[config.mk]
export PLATFORM = sky130hd
export DESIGN_NAME = seq_detector_prog
export DESIGN_NICKNAME = d
export VERILOG_FILES = /design/src/rtl/seq_det_pkg.sv /design/src/rtl/seq_det_sat_counter.sv /design/src/rtl/seq_detector_prog.sv
export SDC_FILE = /design/constraint.sdc
export NUM_CORES = 1
export LEC_CHECK = 0
export ABC_AREA = 1
export CORE_ASPECT_RATIO = 0.5
export CORE_MARGIN = 1
export CORE_UTILIZATION = 34
export CTS_CLUSTER_SIZE = 10
export DETAILED_ROUTE_END_ITERATION = 16
export DONT_BUFFER_PORTS = 1
export PLACE_DENSITY_LB_ADDON = 0.05
export SLEW_MARGIN = 0
export SYNTH_ARGS = -nofsm -noshare
export SYNTH_HDL_FRONTEND = slang
export SYNTH_SLANG_ARGS = --single-unit
[constraint.sdc]
create_clock -name clk -period 2.6 [get_ports clk]
set_input_delay 0.52 -clock clk [delete_from_list [all_inputs] [get_ports clk]]
set_output_delay 0.52 -clock clk [all_outputs]
set_load 0.005 [all_outputs]
[src/rtl/seq_det_pkg.sv]
// ============================================================================
//  Module   : seq_det_pkg
//  Brief    : Shared types and default sizing for the programmable detector.
//  Revision : 1.0
// ============================================================================
`default_nettype none

package seq_det_pkg;

  localparam int c_MAX_LEN = 8;
  localparam int c_CNT_W   = 16;

  typedef enum logic [0:0] {
    UNCFG = 1'b0,
    RUN   = 1'b1
  } state_t;

endpackage

`default_nettype wire

[src/rtl/seq_det_sat_counter.sv]
// ============================================================================
//  Module   : seq_det_sat_counter
//  Brief    : Up-counter that sticks at all-ones instead of wrapping.
//  Revision : 1.0
// ============================================================================
`default_nettype none

module seq_det_sat_counter
  import seq_det_pkg::*;
#(
  parameter int CNT_W = c_CNT_W
) (
  input  logic             clk,
  input  logic             reset,
  input  logic             inc,
  output logic [CNT_W-1:0] count
);

  logic [CNT_W-1:0] r_count;

  always_ff @(posedge clk) begin
    if (reset) begin
      r_count <= '0;
    end else if (inc && (r_count != '1)) begin
      r_count <= r_count + CNT_W'(1);
    end
  end

  assign count = r_count;

endmodule

`default_nettype wire

[src/rtl/seq_detector_prog.sv]
// ============================================================================
//  Module   : seq_detector_prog
//  Brief    : Runtime-programmable serial pattern detector, Mealy match output.
//             Define SEQ_DET_MATCH_COUNT_EN to build the saturating match counter.
//  Revision : 1.0
// ============================================================================
`default_nettype none

module seq_detector_prog
  import seq_det_pkg::*;
#(
  parameter int MAX_LEN = c_MAX_LEN,
  parameter int CNT_W   = c_CNT_W
) (
  input  logic                           clk,
  input  logic                           reset,
  input  logic                           in,
  input  logic                           in_valid,
  input  logic                           load,
  input  logic [MAX_LEN-1:0]             pattern,
  input  logic [$clog2(MAX_LEN+1)-1:0]   pat_len,
  input  logic                           overlap_en,
  output logic                           out,
  output logic                           cfg_err,
  output logic [CNT_W-1:0]               match_count
);

  localparam int                LEN_W     = $clog2(MAX_LEN + 1);
  localparam logic [LEN_W-1:0]  c_LEN_MAX = LEN_W'(MAX_LEN);

  state_t             r_state;
  state_t             w_next_state;
  logic [MAX_LEN-1:0] r_hist;
  logic [LEN_W-1:0]   r_fill;
  logic [MAX_LEN-1:0] r_pattern;
  logic [LEN_W-1:0]   r_pat_len;
  logic               r_overlap;
  logic               r_cfg_err;

  logic               w_cfg_ok;
  logic [MAX_LEN:0]   w_window;
  logic [MAX_LEN:0]   w_mask;
  logic               w_pat_eq;
  logic               w_fill_ok;

  assign w_cfg_ok  = (pat_len != '0) && (pat_len <= c_LEN_MAX);
  assign w_window  = {r_hist, in};
  assign w_mask    = ~({(MAX_LEN + 1){1'b1}} << r_pat_len);
  assign w_pat_eq  = ((w_window ^ {1'b0, r_pattern}) & w_mask) == '0;
  // fill >= pat_len-1 rewritten as fill+1 >= pat_len to avoid underflow
  assign w_fill_ok = ({1'b0, r_fill} + (LEN_W + 1)'(1)) >= {1'b0, r_pat_len};

  always_ff @(posedge clk) begin
    if (reset) begin
      r_state <= UNCFG;
    end else begin
      r_state <= w_next_state;
    end
  end

  always_comb begin
    w_next_state = r_state;
    if (load) begin
      w_next_state = w_cfg_ok ? RUN : UNCFG;
    end
  end

  always_comb begin
    out = (r_state == RUN) && in_valid && !load && w_fill_ok && w_pat_eq;
  end

  always_ff @(posedge clk) begin
    if (reset) begin
      r_hist    <= '0;
      r_fill    <= '0;
      r_pattern <= '0;
      r_pat_len <= '0;
      r_overlap <= 1'b0;
      r_cfg_err <= 1'b0;
    end else if (load) begin
      // A rejected load leaves the old configuration intact but parks in UNCFG
      if (w_cfg_ok) begin
        r_pattern <= pattern;
        r_pat_len <= pat_len;
        r_overlap <= overlap_en;
        r_hist    <= '0;
        r_fill    <= '0;
        r_cfg_err <= 1'b0;
      end else begin
        r_cfg_err <= 1'b1;
      end
    end else if ((r_state == RUN) && in_valid) begin
      r_hist <= {r_hist[MAX_LEN-2:0], in};
      if (out && !r_overlap) begin
        r_fill <= '0;
      end else if (r_fill != c_LEN_MAX) begin
        r_fill <= r_fill + LEN_W'(1);
      end
    end
  end

  assign cfg_err = r_cfg_err;

`ifdef SEQ_DET_MATCH_COUNT_EN
  seq_det_sat_counter #(
    .CNT_W (CNT_W)
  ) u_match_cnt (
    .clk   (clk),
    .reset (reset),
    .inc   (out),
    .count (match_count)
  );
`else
  assign match_count = '0;
`endif

endmodule

`default_nettype wire

==> impl_metrics.toml, run 1 <==
[route]
drcViolationCount = 0
wl_per_cell_um = 11.9
drt_pre_antenna_iters = 4
drt-total-wl_um = 3660
via_per_inst = 4.60
drt_iter0_drc = 49
antenna_left = 0
num_vias = 1416

[timing]
rsz0062_at_grt = "false"
fin_setup_tns_ns = 0
whs_ns = 0.295
fin_ws_ns = 0.133
slew_headroom_pct = 61.3
hold_violations = 0
min_period_ns = 2.47
drv_slew = 0
worstMarginPinSlew_ns = 0.579
final.setup_skew_ns = 0.00302
fmax_mhz = 405
setup_violations = 0
min_period_over_period_pct = 94.9

[power_and_ir_drop]
sw_frac_of_total_pct = 30.8
power.density_nw_per_um2 = 511
p_clk_share_pct = 28.7
switching_power_w = 0.000267
p_leak_nw = 0.768
ir_worst_vdd_uv = 171
p_comb_share_pct = 19.1
intPower_w = 0.000601
power_frac_seq_pct = 52.2

[clock_tree]
numCtsBuffers = 3
clk_pin_slew_ns = 0.10
htree_num_levels = 1
hold_buffers = 0
worstSkewPairLatency_ns = 0.28
cts_buffer_depth = 2
cts_tree = "done"
cts.repair.resized = 0
cts_setup_buffers = 0
cts-root-buf = "clkbuf_8"
cts_sinks = 27

[cells_and_area]
n_fill_cell = 499
antennaDiodeCount = 0
drive_gt1_share_pct = 9.50
syn_to_final_growth_pct = 2.49
nNetsFinal = 267
mostFrequentLayoutCell = "nand2_1"
layout_common_cells = "nand2_1, inv_1, dfxtp_1"

[global_routing]
grt_pass1_wl_um = 6110
met1_usage_pct = 22.2
use_met3_pct = 4.24
grtUsageMet2_pct = 25.0
grt_max_degree = 24
grt_pass1_vias = 1229
antenna_found_initial = 0
grt.total_usage_pct = 15.9
grt-ovfl-total = 0
top_usage_layer = "met2"

[flow_run]
max_cap_viol_count = 0

[worst_setup_path]
path_class = "flip-flop to output port"
cp.required_ns = 2.08
start_kind = "flip-flop"
critPathMaxFanout = 5
worstPathArrival_ns = 1.95
cp-end-kind = "output port"

[placed_design]
dp_hpwl_um = 2770
post-place-ws_ns = 0.447
routabilityCongestion = 0.796
io_buffers = 0

[floorplan]
rows = 17
core_um2 = 4530
die_area_um2 = 5180
die_w_um = 101
ios = 36
die_y_um = 51.4
start_util_pct = 36.6

[worst_hold_path]
min_path_type = "input pin to flip-flop"

[synth]
synth_area_um2 = 1660
postSynthCellCount = 244
async_flop_share_pct = 0
synth-seq-cells = 27
ys_types = 26
synthFlopType = "dfxtp_1"
ys_seq_area_share_pct = 32.6
synth_area_per_cell_um2 = 6.79
synth_enable_flop_cells = 0
yosysWarnings = 0

[run_status]
outcome = "finished clean"
==> final timing paths <==
kind	from	to	slack, ns	cells past startpoint
max	r_fill[0]$_SDFFE_PP0P_	out	0.13	8
min	reset	r_hist[2]$_SDFFE_PP0P_	0.29	1
max reg2reg	r_fill[0]$_SDFFE_PP0P_	r_fill[3]$_SDFFE_PP0P_	0.43	12
min reg2reg	r_pattern[1]$_SDFFE_PP0P_	r_pattern[1]$_SDFFE_PP0P_	0.47	2
==> kinds of logic (layout without fill, tap and decap cells) <==
kind of cell / count (synthesis) / count (layout) / synth area share (%)
fa+ha+maj: 6 / 6 / 4.53
flops: 27 / 27 / 32.6
xor+xnor: 2 / 2 / 1.06
simple gates: 108 / 108 / 31.4
buf+inv: 60 / 43 / 17.9
other cells: 1 / 16 / 0.226
compound gates: 40 / 40 / 12.3
==> metal layers <==
metal / wire length [µm] / share of wire (%)
met4: 10 / 0.27
met3: 221 / 6.0
met2: 1530 / 42
met5: 0 / 0
met1: 1900 / 52
==> worst max-delay path, cell delays in order, from the launching register on <==
cell and delay (ns):
dfxtp_1 0.41, ha_1 0.21, xor2_1 0.20, ha_1 0.29, nand2_1 0.07, nand2_1 0.05
nand3_1 0.06, nand4_1 0.16, and3_1 0.23
==> final cells by class <==
class	instances	area [µm²]	area share, %
clock inverters	1	5.00	0.295
multi-input cells	172	877	51.6
repair buffers	1	7.51	0.442
clock buffers	3	41.3	2.43
inverters	38	144	8.47
well taps	66	82.6	4.86
flip-flops and latches	27	542	31.9
==> flip-flops by register name (all words and copies together), names as in the netlist <==
register and cells:
r_fill 4, r_pattern 8, r_overlap 1, r_pat_len 4, r_hist 8, cfg_err 1, r_state 1
==> power by group through the flow <==
stage / Clock [W] / Combinational, W / Sequential [W]
final: 0.000249 / 0.000166 / 0.000453
after global routing: 0.000277 / 0.000193 / 0.000457
after CTS: 0.000258 / 0.000167 / 0.000453
after detailed placement: 0 / 0.000166 / 0.000463
after global placement: 0 / 0.000165 / 0.000463
after floorplan: 0 / 0.000155 / 0.000459
==> per-stage QoR <==
step                cells  power, W  area (µm²)  util, %
finish                308  0.000868        1700     37.5
global route          308  0.000927        1700     37.5
CTS                   308  0.000878        1700     37.5
detailed placement    304  0.000629        1650     36.5
global placement      304  0.000628        1650     36.5
floorplan             259  0.000613        1710        -
==> cell usage after synthesis, types with 3 or more instances <==
cell	count	area [µm²]
ha_1	6	75.1
dfxtp_1	27	541
nand4_1	3	18.8
nand3_2	7	70.1
nand2_1	64	240
buf_4	16	120
a21oi_1	25	125
o21ai_1	12	60.1
inv_1	33	124
clkbuf_1	3	11.3
inv_2	4	15.0
nand3_1	16	80.1
nor2_1	11	41.3
Power figures use the tool's default switching activity.
==> inputs of run 2 (changes only) <==
Settings changed: CTS_CLUSTER_DIAMETER set to 80.
==> results of run 2 <==
The final DEF is identical to that of run 1; final timing and power are the same.
==> inputs of run 3 (changes only) <==
Settings changed: ABC_CLOCK_PERIOD_IN_PS set to 2600.
==> results of run 3 <==
The final DEF is identical to that of run 1; final timing and power are the same.
